File: config.mk
export PLATFORM = sky130hd
export DESIGN_NAME = itr_ctrl
export DESIGN_NICKNAME = d
export VERILOG_FILES = /design/src/rtl/itr_pkg.sv /design/src/rtl/itr_prio_enc.sv /design/src/rtl/itr_ctrl.sv
export SDC_FILE = /design/constraint.sdc
export NUM_CORES = 1
export LEC_CHECK = 0
export BUFFER_PORTS_ARGS = -buffer_cell sky130_fd_sc_hd__buf_2
export CAP_MARGIN = 10
export CORE_UTILIZATION = 45
export DETAILED_ROUTE_END_ITERATION = 8
export PLACE_DENSITY = 0.76
export SETUP_SLACK_MARGIN = 0.02
export SLEW_MARGIN = 20
export SYNTH_ARGS = -nofsm -noshare
export SYNTH_HDL_FRONTEND = slang
export SYNTH_SLANG_ARGS = --single-unit
File: constraint.sdc
create_clock -name clk -period 1.6 [get_ports clk]
set_input_delay 0.16 -clock clk [delete_from_list [all_inputs] [get_ports clk]]
set_output_delay 0.16 -clock clk [all_outputs]
set_load 0.02 [all_outputs]
File: src/rtl/itr_pkg.sv
// itr_pkg: shared FSM encoding, limits and vector address helper for itr_ctrl
package itr_pkg;
  localparam int NITR_MAX = 16;
  localparam logic [0:0] S_IDLE = 1'b0;
  localparam logic [0:0] S_REQ = 1'b1;
  function automatic int unsigned vec_addr(input int unsigned idx, input int unsigned base,
                                           input int unsigned step);
    return base + idx * step;
  endfunction
endpackage

File: src/rtl/itr_prio_enc.sv
// prio_enc: index of the lowest set request bit plus a valid flag
module prio_enc #(
  parameter int N = 4,
  parameter int W = 2
) (
  input  logic [N-1:0] req,
  output logic [W-1:0] idx,
  output logic         vld
);
  always_comb begin
    idx = '0;
    for (int i = N - 1; i >= 0; i--) idx = req[i] ? W'(i) : idx;
    vld = |req;
  end
endmodule

File: src/rtl/itr_ctrl.sv
// itr_ctrl: vectored, prioritised, maskable interrupt controller with optional nesting
module itr_ctrl
  import itr_pkg::*;
#(
  parameter int NITR    = 4,
  parameter int MINSTW  = 9,
  parameter int ITRBASE = 1,
  parameter int VSTEP   = 2,
  parameter int EDGE    = 1,
  parameter int NEST    = 0
) (
  input  logic              clk,
  input  logic              rst,
  input  logic [NITR-1:0]   src,
  input  logic              mask_wr,
  input  logic [NITR-1:0]   mask_in,
  output logic [NITR-1:0]   mask_out,
  output logic              itr,
  output logic [MINSTW-1:0] itr_addr,
  input  logic              itr_ack,
  input  logic              itr_ret,
  output logic [NITR-1:0]   pend,
  output logic [NITR-1:0]   isv
);
  localparam int IW = (NITR > 1) ? $clog2(NITR) : 1;
  if (NITR < 1 || NITR > NITR_MAX) begin : g_bad_nitr
    $error("itr_ctrl: NITR out of range");
  end
  if (ITRBASE + (NITR - 1) * VSTEP >= 2 ** MINSTW) begin : g_bad_addr
    $error("itr_ctrl: vector table does not fit in MINSTW bits");
  end
  logic [0:0]      st;
  logic [IW-1:0]   w, hi, widx;
  logic            w_vld, hi_vld, elig, ack;
  logic [NITR-1:0] src_d, ack_bit, ret_bit;
  prio_enc #(.N(NITR), .W(IW)) u_win (.req(pend & mask_out), .idx(w), .vld(w_vld));
  prio_enc #(.N(NITR), .W(IW)) u_isv (.req(isv), .idx(hi), .vld(hi_vld));
  // a nested request must strictly outrank every source already in service
  always_comb begin
    elig = w_vld && (!hi_vld || (NEST != 0 && w < hi));
    ack = st == S_REQ && itr_ack;
    ack_bit = ack ? NITR'(1) << widx : '0;
    ret_bit = (itr_ret && hi_vld) ? NITR'(1) << hi : '0;
  end
  always_ff @(posedge clk) begin
    if (rst) begin
      st <= S_IDLE;
      src_d <= '0;
      mask_out <= '0;
      pend <= '0;
      isv <= '0;
      widx <= '0;
      itr <= 1'b0;
      itr_addr <= '0;
    end else begin
      src_d <= src;
      if (mask_wr) mask_out <= mask_in;
      pend <= (EDGE != 0) ? (pend & ~ack_bit) | (src & ~src_d) : src & ~isv;
      isv <= (isv & ~ret_bit) | ack_bit;
      if (st == S_IDLE && elig) begin
        st <= S_REQ;
        widx <= w;
        itr <= 1'b1;
        itr_addr <= MINSTW'(vec_addr(32'(w), ITRBASE, VSTEP));
      end else if (ack) begin
        st <= S_IDLE;
        itr <= 1'b0;
      end
    end
  end
endmodule

==> impl_metrics.env <==
export IMPL_diodes=0
export IMPL_synth_edff_count=0
export IMPL_fin_crit_sh_pct=84.88
export IMPL_vias_per_cell=4.783
export IMPL_rsz0062_at_grt="false"
export IMPL_nets=128
export IMPL_cts_tree="built"
export IMPL_first_pass_iters=4
export IMPL_min_delay_start="src[3]"
export IMPL_syn_area_per_cell_um2=9.480
export IMPL_holdPathStages=2
export IMPL_dieWidth_um=44.32
export IMPL_regToRegEndpoint="widx[1]"
export IMPL_dp_slack_ps=254.7
export IMPL_slowest_stage="or4_4"
export IMPL_setup_viol=0
export IMPL_cp_slowest_stage_delay_ps=550
export IMPL_powerDensity_nw_per_um2=1103
export IMPL_place_area_um2=945.9
export IMPL_synthArstFlopShare_pct=0
export IMPL_grt_pass1_vias=554
export IMPL_drive_above_1_share_pct=32.46
export IMPL_crit_path_max_fanout=4
export IMPL_clk_latency_ps=300
export IMPL_cts_setup_buffers=0
export IMPL_drc=0
export IMPL_synth_flop_cell="dfxtp_1"
export IMPL_endpoint_kind="register"
export IMPL_synth_distinct_cells=24
export IMPL_total_power_mw=1.101
export IMPL_grt_use_total_pct=16.65
export IMPL_setup_tns_ps=0
export IMPL_ys_seq_area_share_pct=49.69
export IMPL_cts_buffers=3
export IMPL_portBuffers=28
export IMPL_clock_root_buffer="clkbuf_4"
export IMPL_r2r_start="isv[2]"
export IMPL_initialDrtViolationCount=10
export IMPL_dp_cells=134
export IMPL_antenna_found_initial=0
export IMPL_routedWlPerCell_um=10.79
export IMPL_place_gp_congestion=0.7455
export IMPL_final_max_slew_viol_count=0
export IMPL_cp_cell_sequence="or4_4 > nor2_4 > a21oi_1 > a211oi_2"
export IMPL_ios=35
export IMPL_status="finished clean"
export IMPL_fin_util_pct=62.64
export IMPL_reg2reg_depth=4
export IMPL_rrSetupSlack_ps=240
export IMPL_whs_ps=72.91
export IMPL_cp_num_buf_inv=0
export IMPL_routed_wl_um=1489
export IMPL_grt_max_degree=22
export IMPL_cp_arrival_ps=1590
export IMPL_syn_area_um2=805.8
export IMPL_cts_htree_levels=1
export IMPL_synth_seq_cells=20
export IMPL_cts_buffer_depth=2
export IMPL_cts_hold_buf=0
export IMPL_antenna_left=0
export IMPL_die_area_um2=1964
export IMPL_vias=660
export IMPL_drv_cap=0
export IMPL_yosysWarnings=0
export IMPL_crit_type="reg2reg"
export IMPL_period_minus_slack_ps=1358
export IMPL_area_growth_pct=23.91
export IMPL_cts_repair_resized=0
export IMPL_start_util_pct=50.55
export IMPL_final_cell_area_um2=998.5
export IMPL_crit_required_ps=1830
export IMPL_path_delay_family="simple AND/OR/NAND/NOR gates"
export IMPL_fp_dieH_um=44.32
export IMPL_p_leak_nw=0.4709
export IMPL_hold_viol=0
export IMPL_rows=14
export IMPL_core_area_um2=1594
export IMPL_clk_pin_slew_ps=120
export IMPL_syn_inst=85
export IMPL_startpoint_type="register"
export IMPL_overflow=0
export IMPL_ir_worst_vdd_v=0.0006760
export IMPL_fmax_mhz=736.3
export IMPL_hold_class="in2reg"
export IMPL_setup_ws_ps=241.9
export IMPL_clock_sinks=20
export IMPL_clock_skew_ps=8.010
export IMPL_grt_pass1_wl_um=2359
export IMPL_min_to="src_d[3]"
export IMPL_final_cells=138
export IMPL_hpwl_um=1123
==> cell type report <==
type / instances / area, µm²
Clock buffer: 3 / 22.52
Tap cell: 24 / 30.03
Inverter: 1 / 3.754
Timing Repair Buffer: 29 / 147.6
Clock inverter: 1 / 30.03
Fill cell: 158 / 595.6
Multi-Input combinational cell: 60 / 364.1
Sequential cell: 20 / 400.4
==> where the power goes <==
part	switching, mW	leakage, nW	total (mW)	internal, mW
clock network	0.155	0.0279	0.408	0.253
logic	0.0896	0.278	0.148	0.0584
registers	0.0198	0.165	0.545	0.525
total	0.265	0.471	1.10	0.836
==> sequential cells by signal, summed over array words and instances, names as in the netlist <==
register / count
isv: 4
mask_out: 4
pend: 4
src_d: 4
widx: 2
itr_addr: 1
st: 1
==> layer usage <==
metal,wire length [µm],track usage [%],up-vias
met5,0,0,-
met4,15,10.91,0
met3,60,2.857,2
met2,677,23.53,23
met1,736,23.21,295
li1,-,-,340
==> synthesized netlist by cell type (2+ instances only) <==
cell type,count,area (µm²)
clkbuf_1,2,7.510
dfxtp_1,20,400.4
mux2i_1,5,50.05
a21oi_1,11,55.05
nor2b_1,8,50.05
nand2_1,5,18.77
buf_4,6,45.04
nor2_1,8,30.03
nand2b_1,4,25.02
nand4b_1,2,17.52
==> worst max-delay path by stage <==
stage / from / end / slack (ps) / cells past startpoint
after floorplan: isv[2] / widx[1] / 210 / 4
after global placement: isv[2] / widx[1] / 300 / 4
after detailed placement: isv[2] / widx[1] / 250 / 4
after CTS: isv[2] / widx[1] / 230 / 4
after global routing: isv[2] / widx[1] / 170 / 4
final: isv[2] / widx[1] / 240 / 4
==> kinds of logic after synthesis <==
logic type | after synthesis | synth area share [%]
and+or+nand+nor | 31 | 21.90
buffers and inverters | 10 | 7.452
muxes | 5 | 6.211
DFF | 20 | 49.69
other | 1 | 0.4654
AOI/OAI and AO/OA | 18 | 14.29
==> worst reg2reg max path, delay by kind of cell (launching register included) <==
family,cells,cell delay [ps]
AO/OA/AOI/OAI,2,270
AND/OR/NAND/NOR,2,680
flip-flops,1,350
==> cells in the final DEF, fill, tap and decap left out, drive strengths merged, types with 3 or more instances in the layout <==
| cell type | count |
|---|---|
| buf | 29 |
| clkbuf | 3 |
| nand2 | 5 |
| dfxtp | 20 |
| mux2i | 5 |
| nand2b | 4 |
| a21oi | 11 |
| nor2b | 8 |
| nor2 | 9 |
| conb | 6 |
No activity file was read; power rests on OpenSTA's default activity.
